[src/rtl/stopwatch_pkg.sv]
// Shared types and constants for the stopwatch control slice.
//   swState_e : controller state (IDLE, RUN, PAUSED, LAP)
//   btnEvt_t  : one-cycle button events after priority resolution
//   *_MAX     : terminal value of each BCD digit of the M:SS.t count
//   DP_MASK   : decimal-point pattern per scanned digit (bit = scan index)
package stopwatch_pkg;

    localparam int NUM_DIGITS = 4;
    localparam int DIGIT_W    = 4;

    typedef enum logic [1:0] {
        IDLE   = 2'd0,
        RUN    = 2'd1,
        PAUSED = 2'd2,
        LAP    = 2'd3
    } swState_e;

    typedef struct packed {
        logic clear;
        logic lap;
        logic startStop;
    } btnEvt_t;

    localparam logic [DIGIT_W-1:0] TENTHS_MAX = 4'd9;
    localparam logic [DIGIT_W-1:0] SECU_MAX   = 4'd9;
    localparam logic [DIGIT_W-1:0] SECT_MAX   = 4'd5;
    localparam logic [DIGIT_W-1:0] MIN_MAX    = 4'd9;

    // dp lit under SS.t (index 1) and M: (index 3)
    localparam logic [NUM_DIGITS-1:0] DP_MASK = 4'b1010;

endpackage

[src/rtl/stopwatch_ctrl_bcd_digit_counter.sv]
// One BCD digit of the stopwatch cascade.
//   clk, reset : clock, async active-high reset
//   clr        : synchronous zero (takes priority over en)
//   en         : advance by one; wraps to 0 after max
//   max        : terminal value of this digit
//   q          : current digit value
//   carry      : digit is at max (next enable wraps it)
module bcd_digit_counter
    import stopwatch_pkg::*;
(
    input  logic               clk,
    input  logic               reset,
    input  logic               clr,
    input  logic               en,
    input  logic [DIGIT_W-1:0] max,
    output logic [DIGIT_W-1:0] q,
    output logic               carry
);

    assign carry = (q == max);

    always_ff @(posedge clk or posedge reset) begin
        if (reset)
            q <= '0;
        else if (clr)
            q <= '0;
        else if (en)
            q <= carry ? '0 : q + DIGIT_W'(1);
    end

endmodule

[src/rtl/stopwatch_ctrl.sv]
// Stopwatch control and sequencing core.
//   clk, reset         : clock, async active-high reset
//   btn_start_stop     : debounced async level, rising edge = event
//   btn_lap, btn_clear : debounced async levels, rising edge = event
//   count_bcd          : live count {min, sec_tens, sec_units, tenths}
//   digit_bcd/sel, dp  : time-multiplexed digit to the 7-seg decoder
//   running            : RUN or LAP
//   lap_active         : LAP (display frozen on snapshot)
//   min_ovf            : one-cycle pulse on the 9:59.9 -> 0:00.0 wrap
module stopwatch_ctrl
    import stopwatch_pkg::*;
#(
    parameter int TICK_DIV = 5_000_000,
    parameter int SCAN_DIV = 50_000
) (
    input  logic        clk,
    input  logic        reset,
    input  logic        btn_start_stop,
    input  logic        btn_lap,
    input  logic        btn_clear,
    output logic [15:0] count_bcd,
    output logic [3:0]  digit_bcd,
    output logic [3:0]  digit_sel,
    output logic        dp,
    output logic        running,
    output logic        lap_active,
    output logic        min_ovf
);

    localparam int PW = $clog2(TICK_DIV);
    localparam int SW = $clog2(SCAN_DIV);
    localparam logic [PW-1:0] PRE_MAX  = PW'(TICK_DIV - 1);
    localparam logic [SW-1:0] SCAN_MAX = SW'(SCAN_DIV - 1);
    localparam logic [NUM_DIGITS-1:0][DIGIT_W-1:0] DIG_MAX =
        {MIN_MAX, SECT_MAX, SECU_MAX, TENTHS_MAX};

    // ---------------- button sync + rising edge ----------------
    logic [2:0] btnRaw, syncMeta, syncLvl, syncPrev, btnRise;
    btnEvt_t    evt;

    assign btnRaw = {btn_clear, btn_lap, btn_start_stop};

    always_ff @(posedge clk or posedge reset) begin
        if (reset) begin
            syncMeta <= '0;
            syncLvl  <= '0;
            syncPrev <= '0;
        end else begin
            syncMeta <= btnRaw;
            syncLvl  <= syncMeta;
            syncPrev <= syncLvl;
        end
    end

    assign btnRise = syncLvl & ~syncPrev;

    // start_stop beats lap beats clear; losers are dropped, not queued
    always_comb begin
        evt           = '0;
        evt.startStop = btnRise[0];
        evt.lap       = btnRise[1] & ~btnRise[0];
        evt.clear     = btnRise[2] & ~btnRise[1] & ~btnRise[0];
    end

    // ---------------- FSM ----------------
    swState_e state, stateNext;
    logic     takeSnap, clrCount;

    always_comb begin
        stateNext = state;
        takeSnap  = 1'b0;
        clrCount  = 1'b0;
        case (state)
            IDLE:   if (evt.startStop) stateNext = RUN;
            RUN:    if (evt.startStop) stateNext = PAUSED;
                    else if (evt.lap) begin
                        stateNext = LAP;
                        takeSnap  = 1'b1;
                    end
            LAP:    if (evt.startStop) stateNext = PAUSED;
                    else if (evt.lap) stateNext = RUN;
            PAUSED: if (evt.startStop) stateNext = RUN;
                    else if (evt.clear) begin
                        stateNext = IDLE;
                        clrCount  = 1'b1;
                    end
            default: stateNext = IDLE;
        endcase
    end

    always_ff @(posedge clk or posedge reset) begin
        if (reset) state <= IDLE;
        else       state <= stateNext;
    end

    assign running    = (state == RUN) || (state == LAP);
    assign lap_active = (state == LAP);

    // ---------------- prescaler ----------------
    // Holds in PAUSED so a resume keeps the sub-tick phase.
    logic [PW-1:0] pre;
    logic          tick;

    always_ff @(posedge clk or posedge reset) begin
        if (reset)
            pre <= '0;
        else if (state == IDLE || clrCount)
            pre <= '0;
        else if (running)
            pre <= (pre == PRE_MAX) ? '0 : pre + PW'(1);
    end

    assign tick = (pre == PRE_MAX) && running;

    // ---------------- BCD cascade ----------------
    logic [NUM_DIGITS:0]                    chainEn;
    logic [NUM_DIGITS-1:0]                  digCarry;
    logic [NUM_DIGITS-1:0][DIGIT_W-1:0]     liveCount, snapshot, dispSrc;

    // chainEn[i] = tick and every lower digit at max; the top bit is the wrap
    always_comb begin
        chainEn    = '0;
        chainEn[0] = tick;
        for (int i = 0; i < NUM_DIGITS; i++)
            chainEn[i+1] = chainEn[i] & digCarry[i];
    end

    for (genvar i = 0; i < NUM_DIGITS; i++) begin : gDigit
        bcd_digit_counter uDigit (
            .clk   (clk),
            .reset (reset),
            .clr   (clrCount),
            .en    (chainEn[i]),
            .max   (DIG_MAX[i]),
            .q     (liveCount[i]),
            .carry (digCarry[i])
        );
    end

    assign count_bcd = liveCount;

    always_ff @(posedge clk or posedge reset) begin
        if (reset) begin
            min_ovf  <= 1'b0;
            snapshot <= '0;
        end else begin
            min_ovf <= chainEn[NUM_DIGITS];
            if (takeSnap) snapshot <= liveCount;
        end
    end

    // ---------------- display scan ----------------
    logic [SW-1:0] scanCnt;
    logic [1:0]    scanIdx;

    always_ff @(posedge clk or posedge reset) begin
        if (reset) begin
            scanCnt <= '0;
            scanIdx <= '0;
        end else if (scanCnt == SCAN_MAX) begin
            scanCnt <= '0;
            scanIdx <= scanIdx + 2'd1;
        end else begin
            scanCnt <= scanCnt + SW'(1);
        end
    end

    assign dispSrc   = lap_active ? snapshot : liveCount;
    assign digit_bcd = dispSrc[scanIdx];
    assign digit_sel = ~(4'b0001 << scanIdx);
    assign dp        = DP_MASK[scanIdx];

endmodule

[config.mk]
export PLATFORM = sky130hd
export DESIGN_NAME = stopwatch_ctrl
export DESIGN_NICKNAME = d
export VERILOG_FILES = /design/src/rtl/stopwatch_pkg.sv /design/src/rtl/stopwatch_ctrl_bcd_digit_counter.sv /design/src/rtl/stopwatch_ctrl.sv
export SDC_FILE = /design/constraint.sdc
export NUM_CORES = 1
export LEC_CHECK = 0
export ABC_AREA = 1
export CORE_UTILIZATION = 59
export DETAILED_ROUTE_END_ITERATION = 16
export PLACE_DENSITY = 0.8
export RECOVER_POWER = 25
export SYNTH_ARGS = -nofsm -noshare
export SYNTH_HDL_FRONTEND = slang
export SYNTH_SLANG_ARGS = --single-unit
[constraint.sdc]
create_clock -name clk -period 8.21 [get_ports clk]
set_clock_uncertainty 0.15 [all_clocks]
set_input_delay 1.642 -clock clk [delete_from_list [all_inputs] [get_ports clk]]
set_output_delay 1.642 -clock clk [all_outputs]
set_load 0.05 [all_outputs]
After elaboration in Yosys (flattened, before gate mapping). Index checks and enable logic that the tools add are counted.

Register bits after elaboration: 85. Input bits: 5. Output and inout port bits: 28. Word-level logic and storage cells: 95.

Add/subtract/negate cells: 7. Order comparisons: 1. Equal/unequal tests: 13. Shift-type cells: 1. Multiplexer cells: 35. Bitwise logic cells: 12. Reduce and logical (&&, ||, !) cells: 10.

Operators by type and width (number): 2-to-1 mux 23 bit (3); 2-to-1 mux 4 bit (13); 2-to-1 mux 16 bit (2); adder 23 x 1 -> 23 bit (second input constant) (1); equality test 23 bit (second input constant) (1); adder 16 x 1 -> 16 bit (second input constant) (1); adder 4 x 1 -> 4 bit (second input constant) (4); equality test 16 bit (second input constant) (1); 2-to-1 mux 2 bit (7); equality test 4 bit (second input constant) (3); nonzero test 2 bit (5); binary-select mux 4 bit (select 2 bit) (1); case mux 2 bit (4 select lines) (1); bitwise AND 1 bit (7); 2-to-1 mux 1 bit (7); != test 3 bit (second input constant) (2); equality test 2 bit (second input constant) (2); equality test 4 x 3 -> 1 bit (second input constant) (1); inverter 4 bit (1); AND reduction 4 bit (1); left shift 1 x 2 -> 4 bit (first input constant) (1); bitwise AND 3 bit (1); less-than comparator 2 x 3 -> 1 bit (second input constant) (1); != test 3 x 1 -> 1 bit (second input constant) (1); other kinds (9) (11).

Logic depth before layout (Yosys ltp).
Word-level depth: 10. Mapped depth: 10. Mapped depth without buffers: 10.

Hierarchy. From an unflattened synthesis, not the netlist that was laid out.

Cell total of the unflattened synthesis: 715. Area total of the unflattened synthesis: 5109.9 µm².

By module, submodules not included: stopwatch_ctrl (instances 1, cells each 519, area each 3903.7 µm², seq. area each 1726.7 µm²); bcd_digit_counter (instances 4, cells each 49, area each 301.5 µm², seq. area each 100.1 µm²).

Worst setup path before layout. Ideal clock, no wire load.

Path kind: register to output. From: register scanIdx[0]. To: output port digit_bcd[0]. Arrival time: 2.207 ns. Required time: 6.418 ns. Slack: 4.211 ns. Cell stages (with the launch flop): 8. Path buffers: 1. Path through: dfrtp_1 > clkbuf_1 > inv_2 > a21oi_1 > o21ai_0 > nand2_1 > nor2_1 > a31oi_1.

Word-level cells in the longest chain between the ends: 2.

RTL lines: start: declaration (RTL line stopwatch_ctrl.sv:154) `logic [1:0] scanIdx;`; start signal: assignment (RTL line stopwatch_ctrl.sv:162) `scanIdx <= scanIdx + 2'd1;`; binary-select mux 4 bit (select 2 bit) (RTL line stopwatch_ctrl.sv:169) `assign digit_bcd = dispSrc[scanIdx];`; 2-to-1 mux 4 bit (implied by the code) (RTL line stopwatch_ctrl.sv:169); end: declaration (RTL line stopwatch_ctrl.sv:22) `output logic [3:0] digit_bcd,`.

No other way between the ends. The select of a mux whose other input is x is not followed.

Final worst setup path.
From: register state[0]. To: output port digit_bcd[0].

Word-level cells in the longest chain between the ends: 4.

RTL lines: start: declaration (RTL line stopwatch_ctrl.sv:66) `swState_e state, stateNext;`; start signal: assignment (RTL line stopwatch_ctrl.sv:93) `else state <= stateNext;`; equality test 2 bit (RTL line stopwatch_ctrl.sv:97) `assign lap_active = (state == LAP);`; 2-to-1 mux 16 bit (RTL line stopwatch_ctrl.sv:168) `assign dispSrc = lap_active ? snapshot : liveCount;`; binary-select mux 4 bit (select 2 bit) (RTL line stopwatch_ctrl.sv:169); 2-to-1 mux 4 bit (implied by the code) (RTL line stopwatch_ctrl.sv:169).

No other way between the ends. The select of a mux whose other input is x is not followed.

==> results_dict.tcl <==
set metrics [dict create \
    outcome "complete, but fails checks" \
    violations "max-capacitance violations, max-slew violations" \
    path_cells "nand2_1 > a21oi_1 > o21ai_0 > nand2_1 > nor2_1 > a31oi_1 > clkdlybuf4s50_1" \
    peakVddDrop_mv 0.106 \
    wl_met3_microns 550 \
    maxCapViolCount 1 \
    hold_viol 0 \
    netlist_area_sq_um 4680 \
    antenna_found_initial 0 \
    worst_slew_margin_rel_pct -5.38 \
    finalInstanceArea_sq_um 5220 \
    path_buf_inv 1 \
    highest_layer "met4" \
    synth-simple-area-share_pct 28.4 \
    cts-htree-levels 3 \
    drc 0 \
    syn_nets 620 \
    r2r_end "pre[5]$_DFFE_PP0P_" \
    crit_type "flip-flop to primary output" \
    power_density_nw_per_um2 177 \
    rrSetupSlack_ps 5130 \
    total_power_mw 0.924 \
    drive_above_1_share_pct 5.68 \
    met2WireLength_microns 4500 \
    dr.first_iter.drc_count 291 \
    setup-tns-final_ps 0 \
    synth_area_leader_cell "dfrtp_1" \
    clock_latency_ps 360 \
    yosysMostFrequentCell "nand2_1" \
    end_kind "primary output" \
    grtUsageTotal_pct 25.8 \
    nets 649 \
    ys_warn_count 0 \
    cts_root_buf "clkbuf_8" \
    clkSinkCount 85 \
    yosysUniqueCellTypes 33 \
    die_area_sq_um 8300 \
    crit_path_top_delay_cell "clkdlybuf4s50_1" \
    cts_hold_buf 0 \
    ys.flop_type "dfrtp_1" \
    numCtsBuffers 9 \
    setup_viol_count_final 0 \
    met1_length_microns 4750 \
    setup.worst_path.start "state[0]$_DFFE_PP0P_" \
    worst_r2r_path_depth 6 \
    dr.pass1.iters 5 \
    die_w_microns 91.1 \
    fp-row-count 32 \
    worst_slew_pin_slew_ps 1560 \
    min_to "syncLvl[1]$_DFF_PP0_" \
    synth_edf_count 0 \
    viasPerCell 5.57 \
    synthMuxAreaShare_pct 0 \
    syn_inst 601 \
    netlist.area_leader.share_pct 45.4 \
    place.gp.congestion 0.882 \
    vias 4099 \
    core_sq_um 7690 \
    ys_ff_latch 85 \
    cts.path.max_buffers 2 \
    routedWlPerCell_microns 13.6 \
    drv_slew 12 \
    synth.area.top_cells "dfrtp_1 45%, nand2_1 8.8%, inv_1 6.7%, o21ai_0 5.6%, nor2_1 5.5%" \
    avgSynthCellArea_sq_um 7.79 \
    start_kind "flip-flop" \
    io_pins 33 \
    num_antenna_cells 0 \
    async_reset_ff_share_pct 100 \
    r2r-start "pre[0]$_DFFE_PP0P_" \
    critPathRequiredTime_ps 6420 \
    synth_compound_area_share_pct 10.5 \
    grt_pass1_wl_microns 17100 \
    routed_wl_microns 9990 \
    synthXorXnorAreaFrac_pct 3.18 \
    p_leak_nw 2.44 \
    tritoncts "done" \
    clk_pin_slew_ps 80 \
    max_stage_delay_ps 830 \
    initial_utilization_pct 60.9 \
    hold-worst-slack_ps 198 \
    grt_overflow 0 \
    grt_max_degree 86 \
    period_share_pct 59.1 \
    ant_nets 0 \
    critPathTopFamily "buffers and inverters" \
    place_hpwl_microns 7240 \
    postPlaceCellArea_sq_um 5060 \
    period_needed_ps 4850 \
    area_growth_pct 11.4 \
    arrival_ps 3060 \
    cpMostUsedCell "nand2_1" \
    die_y_microns 91.1 \
    ys_seq_area_share_pct 45.4 \
    synth_common_cells "110 x nand2_1, 85 x dfrtp_1, 83 x inv_1" \
    placed_cells 721 \
    clock.fmax_mhz 206 \
    grt_pass1_vias 3733 \
    min_path_type "flip-flop to flip-flop" \
    cts_resized 0 \
    hp-start "syncMeta[1]$_DFF_PP0_" \
    stdcell_count 736 \
    min_delay_path_depth 0 \
    io_buffers 32 \
    crit_fanout 33 \
    synthAdderAreaFrac_pct 3.74 \
    post-cts-setup-buffer-count 0 \
    rsz0062_at_grt "no" \
    synth_top_family_by_area "simple AND/OR/NAND/NOR gates" \
]
-- metal layers --
metal,track usage (%),up-vias
met1,37.2,1933
met2,38.6,129
met3,4.02,16
li1,-,2021
met5,0,-
met4,11.0,0
-- through the flow --
step | setup WS (ps) | utilization, %
CTS | 3360 | 68.1
finish | 3360 | 67.9
floorplan | 4210 | -
global placement | 3900 | 65.9
detailed placement | 3760 | 65.9
global route | 3050 | 67.9
-- layout make-up --
| cell class | instances | area (sq um) |
|---|---|---|
| fill | 648 | 2470 |
| timing repair buffer | 33 | 328 |
| multi-input combinational | 412 | 2130 |
| inverter | 89 | 335 |
| tap | 102 | 128 |
| clock buffer | 10 | 138 |
| clock inverter | 5 | 37.5 |
| sequential | 85 | 2130 |
-- layout by cell type, fill, tap and decap left out, drive strengths merged, types with 10 or more instances in the layout --
master and count:
nand2 114, nor2 76, clkbuf 10, a21oi 29
nor3 15, nand3 49, nand4 26, o21ai 54
xor2 14, clkdlybuf4s50 29, inv 86, ha 14
dfrtp 85
-- worst max-delay path by stage --
stage / endpoint / slack, ps / depth (start not counted)
2_1_floorplan: digit_bcd[0] / 4210 / 7
3_3_place_gp: digit_bcd[0] / 3900 / 7
3_5_place_dp: digit_bcd[0] / 3760 / 7
4_1_cts: digit_bcd[0] / 3360 / 7
5_1_grt: digit_bcd[1] / 3050 / 7
6_report: digit_bcd[0] / 3360 / 7
-- sequential cells by signal (all words and copies together), names as in the netlist --
| signal | cells |
|---|---|
| gDigit.uDigit.q | 16 |
| min_ovf | 1 |
| syncMeta | 3 |
| state | 2 |
| scanCnt | 16 |
| syncPrev | 3 |
| syncLvl | 3 |
| snapshot | 16 |
| pre | 23 |
| scanIdx | 2 |
-- cells by family (layout without fill, tap and decap cells) --
kind of cell | count (synthesis) | in the layout
AND/OR/NAND/NOR | 287 | 287
AO/OA/AOI/OAI | 94 | 94
XOR/XNOR | 17 | 17
buffers and inverters | 104 | 137
adder cells (fa/ha/maj) | 14 | 14
flip-flops | 85 | 85
-- where the power goes --
| group | internal (mW) | switching [mW] | total, mW |
|---|---|---|---|
| Combinational | 0.0543 | 0.153 | 0.208 |
| Clock | 0.117 | 0.148 | 0.265 |
| Sequential | 0.432 | 0.0189 | 0.451 |
Note: power is estimated with default switching activity, not from simulation.
